**src/rtl/microc_pkg.sv**
```systemverilog
// Shared constants for the microc sequenced control unit: opcode encodings,
// instruction class masks, ALU op codes, the sequencer state type and counter width.
package microc_pkg;

  localparam int OPC_W    = 6;
  localparam int OP_W     = 3;
  localparam int RETIRE_W = 16;

  localparam logic [OPC_W-1:0] OPC_J    = 6'b110000;
  localparam logic [OPC_W-1:0] OPC_JZ   = 6'b110001;
  localparam logic [OPC_W-1:0] OPC_JNZ  = 6'b110010;
  localparam logic [OPC_W-1:0] OPC_HALT = 6'b111111;

  // Class membership is (Opcode & MASK) == VAL.
  localparam logic [OPC_W-1:0] ALU_MASK = 6'b100000;
  localparam logic [OPC_W-1:0] ALU_VAL  = 6'b000000;
  localparam logic [OPC_W-1:0] LI_MASK  = 6'b110000;
  localparam logic [OPC_W-1:0] LI_VAL   = 6'b100000;

  localparam logic [OP_W-1:0] OP_NONE = 3'b000;

  typedef enum logic [1:0] {
    ST_BOOT = 2'd0,
    ST_RUN  = 2'd1,
    ST_HALT = 2'd2
  } uc_state_t;

endpackage

```
**src/rtl/uc_decode.sv**
```systemverilog
// Purely combinational opcode/z decode into the datapath control word.
// pc_we is not produced here; is_halt lets the sequencer derive it.
module uc_decode
  import microc_pkg::*;
(
  input  logic [OPC_W-1:0] Opcode,
  input  logic             z,
  output logic             s_inc,
  output logic             s_inm,
  output logic             we3,
  output logic             wez,
  output logic [OP_W-1:0]  Op,
  output logic             is_halt
);

  always_comb begin
    // NOTE: every output gets a default first so no path leaves it unassigned,
    // which would otherwise infer a latch.
    s_inc   = 1'b1;
    s_inm   = 1'b0;
    we3     = 1'b0;
    wez     = 1'b0;
    Op      = OP_NONE;
    is_halt = 1'b0;
    if ((Opcode & ALU_MASK) == ALU_VAL) begin
      Op  = Opcode[4:2];
      we3 = 1'b1;
      wez = 1'b1;
    end else if ((Opcode & LI_MASK) == LI_VAL) begin
      s_inm = 1'b1;
      we3   = 1'b1;
    end else begin
      case (Opcode)
        OPC_J:    s_inc   = 1'b0;
        OPC_JZ:   s_inc   = ~z;
        OPC_JNZ:  s_inc   = z;
        OPC_HALT: is_halt = 1'b1;
        default:  ;
      endcase
    end
  end

endmodule

```
**src/rtl/uc_seq.sv**
```systemverilog
// Sequenced control unit: BOOT/RUN/HALT state machine around uc_decode.
// Optional retired-instruction counter built when UC_RETIRE_CNT_EN is defined.
module uc_seq
  import microc_pkg::*;
(
  input  logic                clk,
  input  logic                reset,
  input  logic [OPC_W-1:0]    Opcode,
  input  logic                z,
  input  logic                resume,
  output logic                s_inc,
  output logic                s_inm,
  output logic                we3,
  output logic                wez,
  output logic [OP_W-1:0]     Op,
  output logic                pc_we,
  output logic                halted,
  output logic [RETIRE_W-1:0] retired
);

  uc_state_t       state;
  logic            dec_s_inc, dec_s_inm, dec_we3, dec_wez, dec_is_halt;
  logic [OP_W-1:0] dec_op;

  uc_decode u_decode (
    .Opcode  (Opcode),
    .z       (z),
    .s_inc   (dec_s_inc),
    .s_inm   (dec_s_inm),
    .we3     (dec_we3),
    .wez     (dec_wez),
    .Op      (dec_op),
    .is_halt (dec_is_halt)
  );

  // NOTE: state is sequential, so it is written only with non-blocking
  // assignments; combinational logic below uses blocking ones.
  always_ff @(posedge clk) begin
    if (reset) begin
      state <= ST_BOOT;
    end else begin
      case (state)
        ST_BOOT: state <= ST_RUN;
        ST_RUN:  if (dec_is_halt) state <= ST_HALT;
        ST_HALT: if (resume) state <= ST_RUN;
        default: state <= ST_BOOT;
      endcase
    end
  end

  // Reset forces the BOOT word regardless of the (possibly unknown) state.
  always_comb begin
    s_inc  = 1'b1;
    s_inm  = 1'b0;
    we3    = 1'b0;
    wez    = 1'b0;
    Op     = OP_NONE;
    pc_we  = 1'b0;
    halted = 1'b0;
    if (!reset) begin
      case (state)
        ST_RUN: begin
          s_inc = dec_s_inc;
          s_inm = dec_s_inm;
          we3   = dec_we3;
          wez   = dec_wez;
          Op    = dec_op;
          pc_we = ~dec_is_halt;
        end
        ST_HALT: begin
          halted = 1'b1;
          pc_we  = resume;
        end
        default: ;
      endcase
    end
  end

`ifdef UC_RETIRE_CNT_EN
  logic [RETIRE_W-1:0] retired_q;

  // The resume cycle is in HALT, so it never counts.
  always_ff @(posedge clk) begin
    if (reset) begin
      retired_q <= '0;
    end else if (state == ST_RUN && pc_we) begin
      retired_q <= retired_q + 1'b1;
    end
  end

  assign retired = retired_q;
`else
  assign retired = '0;
`endif

endmodule

```
**config.mk**
```make
export PLATFORM = sky130hd
export DESIGN_NAME = uc_seq
export DESIGN_NICKNAME = d
export VERILOG_FILES = /design/src/rtl/microc_pkg.sv /design/src/rtl/uc_decode.sv /design/src/rtl/uc_seq.sv
export SDC_FILE = /design/constraint.sdc
export NUM_CORES = 1
export LEC_CHECK = 0
export CORE_MARGIN = 2
export CORE_UTILIZATION = 28
export CTS_CLUSTER_DIAMETER = 100
export DETAILED_ROUTE_END_ITERATION = 8
export PLACE_DENSITY = 0.75
export SLEW_MARGIN = 0
export SYNTH_ARGS = -nofsm -noshare
export SYNTH_HDL_FRONTEND = slang
export SYNTH_HIERARCHICAL = 1
export SYNTH_SLANG_ARGS = --single-unit
```
**constraint.sdc**
```tcl
create_clock -name clk -period 1.5 [get_ports clk]
set_clock_uncertainty 0.1 [all_clocks]
set_input_delay 0.15 -clock clk [delete_from_list [all_inputs] [get_ports clk]]
set_output_delay 0.15 -clock clk [all_outputs]
set_load 0.1 [all_outputs]
```
# --- Word-level counts from Yosys, hierarchy flattened ---
# Index checks and enable logic that the tools add are counted.
classes:
  n_eq_ne: 9
  n_mux: 28
  n_bitwise: 2
  reduce_logical: 3
ops:
  columns: ["operator", "n"]
  rows:
  - ["$eq 6x6->1 const B", 4]
  - ["$mux 1", 20]
  - ["$mux 3", 3]
  - ["$logic_not 6->1", 1]
  - ["$pmux 2 s3", 1]
  - ["$eq 2x2->1 const B", 2]
  - ["$mux 2", 2]
  - ["$ne 2x2->1 const B", 2]
  - ["$pmux 1 s3", 1]
  - ["$eq 2x1->1 const B", 1]
  - ["$logic_not 2->1", 1]
  - ["$not 1->1", 2]
  - ["$pmux 1 s2", 1]
  - ["$reduce_and 2->1", 1]
word_totals:
  ff_bits: 2
  output_inout_bits: 25

# --- Logic depth before layout (Yosys ltp) ---
# Gate-level depths: netlist (run 1).
logic_depth:
  depth_word: 7
  depth_mapped: 5
  ltp_nobuf: 5

# --- Hierarchy ---
# Netlist (run 1), hierarchy kept.
by_module_without_submodules:
  columns: ["mod", "n_inst", "cells_each", "area_per_inst_um2", "seq_area_each_um2"]
  rows:
  - ["uc_seq", 1, 47, 377.9, 40.0]
  - ["uc_decode", 1, 10, 58.8, 0.0]

# --- Least setup slack after synthesis (run 1) ---
# OpenSTA, ideal clock, no wires.
synth_path:
  path_type: "reg2out"
  start: "register state[1]"
  end: "output port pc_we"
  arrival_time_ns: 2.952
  required_time_ns: 1.250
  path_slack_ns: -1.702
  stages_incl_launch_ff: 6
  path_buffers: 0
  path_cell_list: "dfxtp_1 inv_1 ha_1 nor2b_4 a21oi_1 nor3b_1"
synth_between:
  elab_chain_cells: 3
  word_cells_on_any_way: 4
synth_rtl:
  columns: ["item", "line", "source"]
  rows:
  - ["from (decl)", "uc_seq.sv:21", "uc_state_t state;"]
  - ["from (signal assigned)", "uc_seq.sv:40", "state <= ST_BOOT;"]
  - ["from (signal assigned)", "uc_seq.sv:43", "ST_BOOT: state <= ST_RUN;"]
  - ["from (signal assigned)", "uc_seq.sv:44", "ST_RUN: if (dec_is_halt) state <= ST_HALT;"]
  - ["$eq 2x2->1 or $eq 2x1->1 (tied branches)", "uc_seq.sv:61", "case (state)"]
  - ["$pmux 1 s2 (*)", "uc_seq.sv:61", null]
  - ["$mux 1 (*)", "uc_seq.sv:60", "if (!reset) begin"]
  - ["to (decl)", "uc_seq.sv:16", "output logic pc_we,"]
# Every way passes the cells marked *; elsewhere a longest branch is shown, timed or not.

# --- Final worst setup path (run 1) ---
# Ends and elaborated chain as after synthesis.

==> key figures, run 1 <==
Run status
  – Status: finished, violations left
  – Failing checks: negative setup slack

Synthesis
  – Ys Warns: 6
  – Post-synthesis sequential area ratio: 0.0917
  – Largest area contributor in the netlist: buf_4
  – Mux contribution to synthesized area: 0.0258
  – Syn avg cell area: around 7.7 µm²
  – Ys async rst share: 0
  – Yosys cell types: 19
  – Number of enable flip-flop cells after synthesis: 0
  – Cell area after synthesis: about 440 µm²
  – Most frequent cell after synthesis: buf_4
  – Top post-synthesis cells by count: buf_4, and2_1, ha_1, nor2b_1, inv_1
  – Synth top area share: 0.275
  – Synthesized flop and latch total: 2
  – Post-synthesis compound-gate area fraction: 0.0659
  – Combinational family with the most area after synthesis: simple AND/OR/NAND/NOR gates
  – Main synth FF type: dfxtp_1
  – Synth Area in Simple Gates: 0.355
  – Adder-Cell Fraction of Synth Area: 0.143
  – XOR/XNOR share of the synthesized area: 0
  – Cells after synthesis: 57
  – Synth top area cells: buf_4, ha_1, dfxtp_1

Routing
  – Metal-1 WL: 424 µm
  – Initial DRC Count: 1
  – Avg WL per Cell: between 10 and 15 µm
  – Final ANT Viol Nets: 0
  – Metal3 WL: 38 µm
  – WL met2: approximately 610 µm
  – Total Wirelength: 1.08 mm
  – Remaining DRCs: 0
  – Vias per cell: between 4 and 5
  – 1st-pass router iterations: 2
  – Max Used Layer: met4
  – Via count: roughly 440

Critical path
  – Critical Path Max Stage Delay: approximately 0.32 ns
  – Endpoint type of the worst setup path: primary output
  – Reg-to-reg startpoint: state[0]$_SDFFE_PP0P_
  – Top delay family on crit path: buffers and inverters
  – Critical Path RT: roughly 1.3 ns
  – Crit-path cells: inv_2 -> ha_4 -> nor2b_4 -> buf_6 -> a21oi_2 -> nor3b_4 -> buf_12
  – Critical Path AT: between 1 and 1.5 ns
  – CP Class: reg2out
  – Startpoint types: flip-flop
  – Reg2reg setup slack: -0.11 ns
  – Critical path launch point: state[1]$_SDFFE_PP0P_
  – Crit-path slowest cell: dfxtp_2
  – Buf/Inv on CP: 3
  – Largest fanout on the critical path: 3

STA
  – Period Utilization, post-route: 1.12
  – Post-route setup slack: -0.175 ns
  – Final Hold Vio Count: 0
  – Final setup viols: 10
  – Fin. max-slew vios: 0
  – Post-layout min period: about 1.7 ns
  – RSZ-0062 raised after global routing: true
  – Fmax: 597 MHz

Die
  – Row count: 14
  – Die span in x: between 40 and 50 µm
  – Die Ht: roughly 43 µm
  – Die ar.: between 1500 and 2000 µm²
  – Core ar.: 1490 µm²
  – Num ports: 35
  – Starting Density: 0.293

CTS
  – Clock Sinks: 2
  – CTS Hold Bufs: 0
  – CTS tree: done
  – Clock Path Buffers: 2
  – Skew-Pair Late Insertion Delay: approximately 0.23 ns
  – TritonCTS Buffers: 3
  – CTS clock-pin slew for the worst setup and hold paths: about 0.040 ns
  – H-tree levels: 1
  – Clock root buffer: clkbuf_4

Placed design
  – DP HPWL: around 820 µm
  – Placed inst area: around 780 µm²
  – Final Wtd Congestion: between 0.8 and 0.9
  – IO Port Bufs: 18

Global route
  – Number of global-route vias before repair: around 420
  – Largest net degree at the start of global routing: 8
  – Overall Global Routing Usage: 0.124
  – Initial antenna violation count: 0
  – GRT overflow: 0
  – Global-route wire length before repair: between 1.5 and 2 mm

Cells and area
  – Biggest register: state
  – Max reg flops: 2
  – Fin util: 0.604
  – Antenna cells: 0
  – Nets: approximately 110
  – Top flop regs: state: 2 flops
  – Share of layout cells above drive strength 1: 0.543
  – P&R area growth vs syn: 106%
  – Post-route design area: between 800 and 900 µm²

Power and ir drop
  – Leak: between 0.4 and 0.5 nW
  – Peak supply drop: slightly below 900 µV
  – Cell Pwr Density: ~1400 nW/µm²

Min path
  – Hold crit path type: in2reg
  – Hold wc startpoint: Opcode[1]

Job
  – Max-Cap Viols: 0
==> layout make-up <==
cell class                      count  area [µm²]
Fill cell                         123         589
Clock buffer                        4        26.3
Sequential cell                     2        45.0
Timing Repair Buffer               32         382
Inverter                            4        15.0
Tap cell                           16        20.0
Multi-Input combinational cell     50         412
==> stage by stage <==
stage	std cells	TNS [ns]	hold slack (ns)	worst slack, ns	power, W
CTS	107	-1.23	0.473	-0.188	0.00124
detailed placement	99	-1.08	0.433	-0.384	0.000972
finish	108	-1.33	0.491	-0.175	0.00128
global route	108	-1.95	0.546	-0.268	0.00136
global placement	99	-1.09	0.424	-0.370	0.000960
floorplan	72	-0.546	0.109	-0.321	0.000736
==> what timing repair did <==
item	CTS	global route
pin swaps	6	3
gates resized for setup	24	4
endpoints found under the setup margin	10	11
setup buffers	4	1
==> worst min-delay path, stage by stage <==
cell and delay [ns]:
clkdlybuf4s15_1 0.18, nand4_1 0.10, nor2_2 0.06, nor2b_4 0.11, or4_1 0.12, a21oi_1 0.05
==> path summary, 6_finish.rpt <==
path              cells past startpoint               endpoint
hold / removal                        6  state[0]$_SDFFE_PP0P_
setup / recovery                      7                  pc_we
setup reg to reg                      5  state[0]$_SDFFE_PP0P_
hold reg to reg                       4  state[1]$_SDFFE_PP0P_
==> report_power, final <==
part	leakage (nW)	switching, W	internal, W
clock	0.0150	0.0000359	0.0000991
combinational	0.397	0.000588	0.000440
sequential	0.0175	0.0000293	0.0000841
==> cell families (layout without fill, tap and decap cells) <==
logic type / count (synthesis) / in the layout
and+or+nand+nor: 23 / 23
buffers and inverters: 20 / 40
adders and majority gates: 5 / 5
AOI/OAI and AO/OA: 5 / 5
DFF: 2 / 2
other: 1 / 16
muxes: 1 / 1
==> metal layers <==
| metal | vias to the layer above | GRT usage |
|---|---|---|
| met4 | 0 | 0.0545 |
| met2 | 15 | 0.215 |
| met1 | 202 | 0.153 |
| li1 | 219 | - |
| met3 | 2 | 0.0167 |
| met5 | - | 0 |
==> cells in the final DEF (no fill, tap or decap), drive strengths merged <==
cell type      count
a21oi              2
and2               6
buf               23
clkbuf             4
clkdlybuf4s15      3
clkdlybuf4s50      2
conb              16
dfxtp              2
dlygate4sd2        4
ha                 5
inv                4
mux2               1
nand2              1
nand2b             1
nand4              1
nor2               3
nor2b              8
nor3b              1
o21ai              2
o41ai              1
or4                2
No activity file was read; power rests on OpenSTA's default activity.
==> run 2: changes to the inputs <==
CORE_MARGIN = not set   (was 2)
SKIP_LAST_GASP = 1   (was not set)
==> key figures, run 2 (synthesis results as in run 1) <==
Routing
  – Avg WL per Cell: 10.3 µm (+3.1%)
  – Remaining DRCs: 0 (unchanged)
  – Total Wirelength: 1.10 mm (+1.2%)
  – Via count: 434 (-0.91%)
  – 1st-pass router iterations: 1 (-1)
  – Vias per cell: 4.09 (+0.96%)
  – Final ANT Viol Nets: 0 (unchanged)
  – Initial DRC Count: 0 (-1)

CTS
  – TritonCTS Buffers: 3 (unchanged)
  – Clock Path Buffers: 2 (unchanged)
  – CTS clock-pin slew for the worst setup and hold paths: 0.04 ns (about the same)
  – Clock Sinks: 2 (unchanged)
  – H-tree levels: 1 (unchanged)
  – Clock root buffer: clkbuf_4
  – Skew-Pair Late Insertion Delay: 0.23 ns (about the same)
  – CTS Hold Bufs: 0 (unchanged)
  – CTS tree: done

Cells and area
  – Top flop regs: state: 2 flops
  – Non-filler cells, final: 106 (-1.9%)
  – Antenna cells: 0 (unchanged)
  – Commonest non-fill, non-tap cells in the layout: conb_1, buf_4, buf_12
  – Nets: 107 (-0.93%)
  – Flip-flop and latch area: 47.5 µm² (+5.6%)
  – Max reg flops: 2 (unchanged)
  – Share of layout cells above drive strength 1: 0.582 (+0.0389)
  – Most common cell after layout, fill and taps aside: conb_1
  – Biggest register: state
  – Fill count: 110 (-11%)
  – Multi-input logic area: 422 µm² (+2.4%)
  – P&R area growth vs syn: 104%

STA
  – Final setup viols: 10 (unchanged)
  – Final Hold Vio Count: 0 (unchanged)
  – Fmax: 591 MHz (-1.1%)
  – Post-layout min period: 1.69 ns (+0.0180 ns)
  – RSZ-0062 raised after global routing: true
  – Post-route setup slack: -0.193 ns (-0.0180 ns)
  – Period Utilization, post-route: 1.13 (+0.0120)
  – Hold WS: 0.401 ns (-0.0905 ns)
  – Fin. max-slew vios: 0 (unchanged)

Critical path
  – Critical Path Max Stage Delay: 0.35 ns (+0.03 ns)
  – FF-to-FF path depth: 5 (unchanged)
  – Crit-path slowest cell: dfxtp_4
  – Critical Path RT: 1.25 ns (about the same)
  – Largest fanout on the critical path: 3 (unchanged)
  – Endpoint type of the worst setup path: primary output
  – CP Class: reg2out
  – Top delay family on crit path: buffers and inverters
  – Critical Path AT: 1.44 ns (about the same)
  – Reg2reg setup slack: -0.04 ns (+0.07 ns)
  – Crit path depth: 7 (unchanged)
  – Startpoint types: flip-flop
  – Crit-path cells: inv_4 -> ha_4 -> nor2b_4 -> buf_6 -> a21oi_2 -> nor3b_4 -> buf_12
  – Buf/Inv on CP: 3 (unchanged)

Die
  – Num ports: 35 (unchanged)
  – Die ar.: 1720 µm² (-9.0%)
  – Die Ht: 41.5 µm (-4.6%)
  – Die span in x: 41.5 µm (-4.6%)
  – Row count: 13 (-1)
  – Starting Density: 0.316 (+0.0226)
  – Core ar.: 1380 µm² (-7.1%)

Global route
  – Global-route wire length before repair: 1.69 mm (-5.8%)
  – Largest net degree at the start of global routing: 8 (unchanged)
  – Overall Global Routing Usage: 0.127 (+0.00243)
  – GRT overflow: 0 (unchanged)
  – Number of global-route vias before repair: 405 (-3.8%)
  – Initial antenna violation count: 0 (unchanged)

Placed design
  – Placed cells: 98 (-1.0%)
  – DP HPWL: 816 µm (-0.87%)
  – IO Port Bufs: 18 (unchanged)
  – Final Wtd Congestion: 0.775 (-6.5%)

Power and ir drop
  – Leak: 0.420 nW (-2.1%)
  – Tot Pwr: 0.00130 W (+2.1%)
  – Cell Pwr Density: 1460 nW/µm² (+3.1%)
  – Peak supply drop: 971 µV (+12%)

Min path
  – Hold depth: 6 (unchanged)
  – Hold crit path type: in2reg

Job
  – Max-Cap Viols: 0 (unchanged)

Run status
  – Failing checks: negative setup slack
  – Status: finished, violations left
-- run 2: final timing paths --
path,start,endpoint
max,state[1]$_SDFFE_PP0P_,pc_we
max reg2reg,state[1]$_SDFFE_PP0P_,state[0]$_SDFFE_PP0P_
min reg2reg,state[0]$_SDFFE_PP0P_,state[0]$_SDFFE_PP0P_
min,Opcode[1],state[0]$_SDFFE_PP0P_
-- run 2: worst min-delay path: cells and delay by family --
kind,cells,cell delay (ns)
AO/OA/AOI/OAI,1,0.04
buffers and inverters,1,0.09
AND/OR/NAND/NOR,4,0.40
-- run 2: final cells by class --
cell class	count	share of cell area
Tap cell	15	0.0211
Clock buffer	4	0.0295
Inverter	4	0.0197
Multi-Input combinational cell	50	0.473
Sequential cell	2	0.0534
Timing Repair Buffer	31	0.403
-- run 2: report_power, final --
part	switching [W]	internal [W]
Clock	0.0000343	0.0000990
Sequential	0.0000315	0.0000873
Combinational	0.000600	0.000451
-- run 2: layer usage --
layer,up-vias,global-route usage,part of all wire
met1,200,0.128,0.38
met5,-,0,0
met2,15,0.234,0.59
li1,219,-,-
met3,0,0.0261,0.026
met4,0,0.0774,0
-- run 2: timing repair --
action,4_1_cts,5_1_grt
endpoints found under the setup margin,10,11
pin swaps,5,1
setup buffers,2,2
resized for setup,19,16
-- run 2: metrics by stage --
stage / setup slack, ns / cell area [µm²] / util / TNS (ns)
2_1_floorplan: -0.321 / 546 / - / -0.546
3_3_place_gp: -0.370 / 782 / 0.566 / -1.08
3_5_place_dp: -0.398 / 782 / 0.566 / -1.09
4_1_cts: -0.204 / 853 / 0.617 / -1.22
5_1_grt: -0.272 / 891 / 0.644 / -1.75
6_report: -0.193 / 891 / 0.644 / -1.22
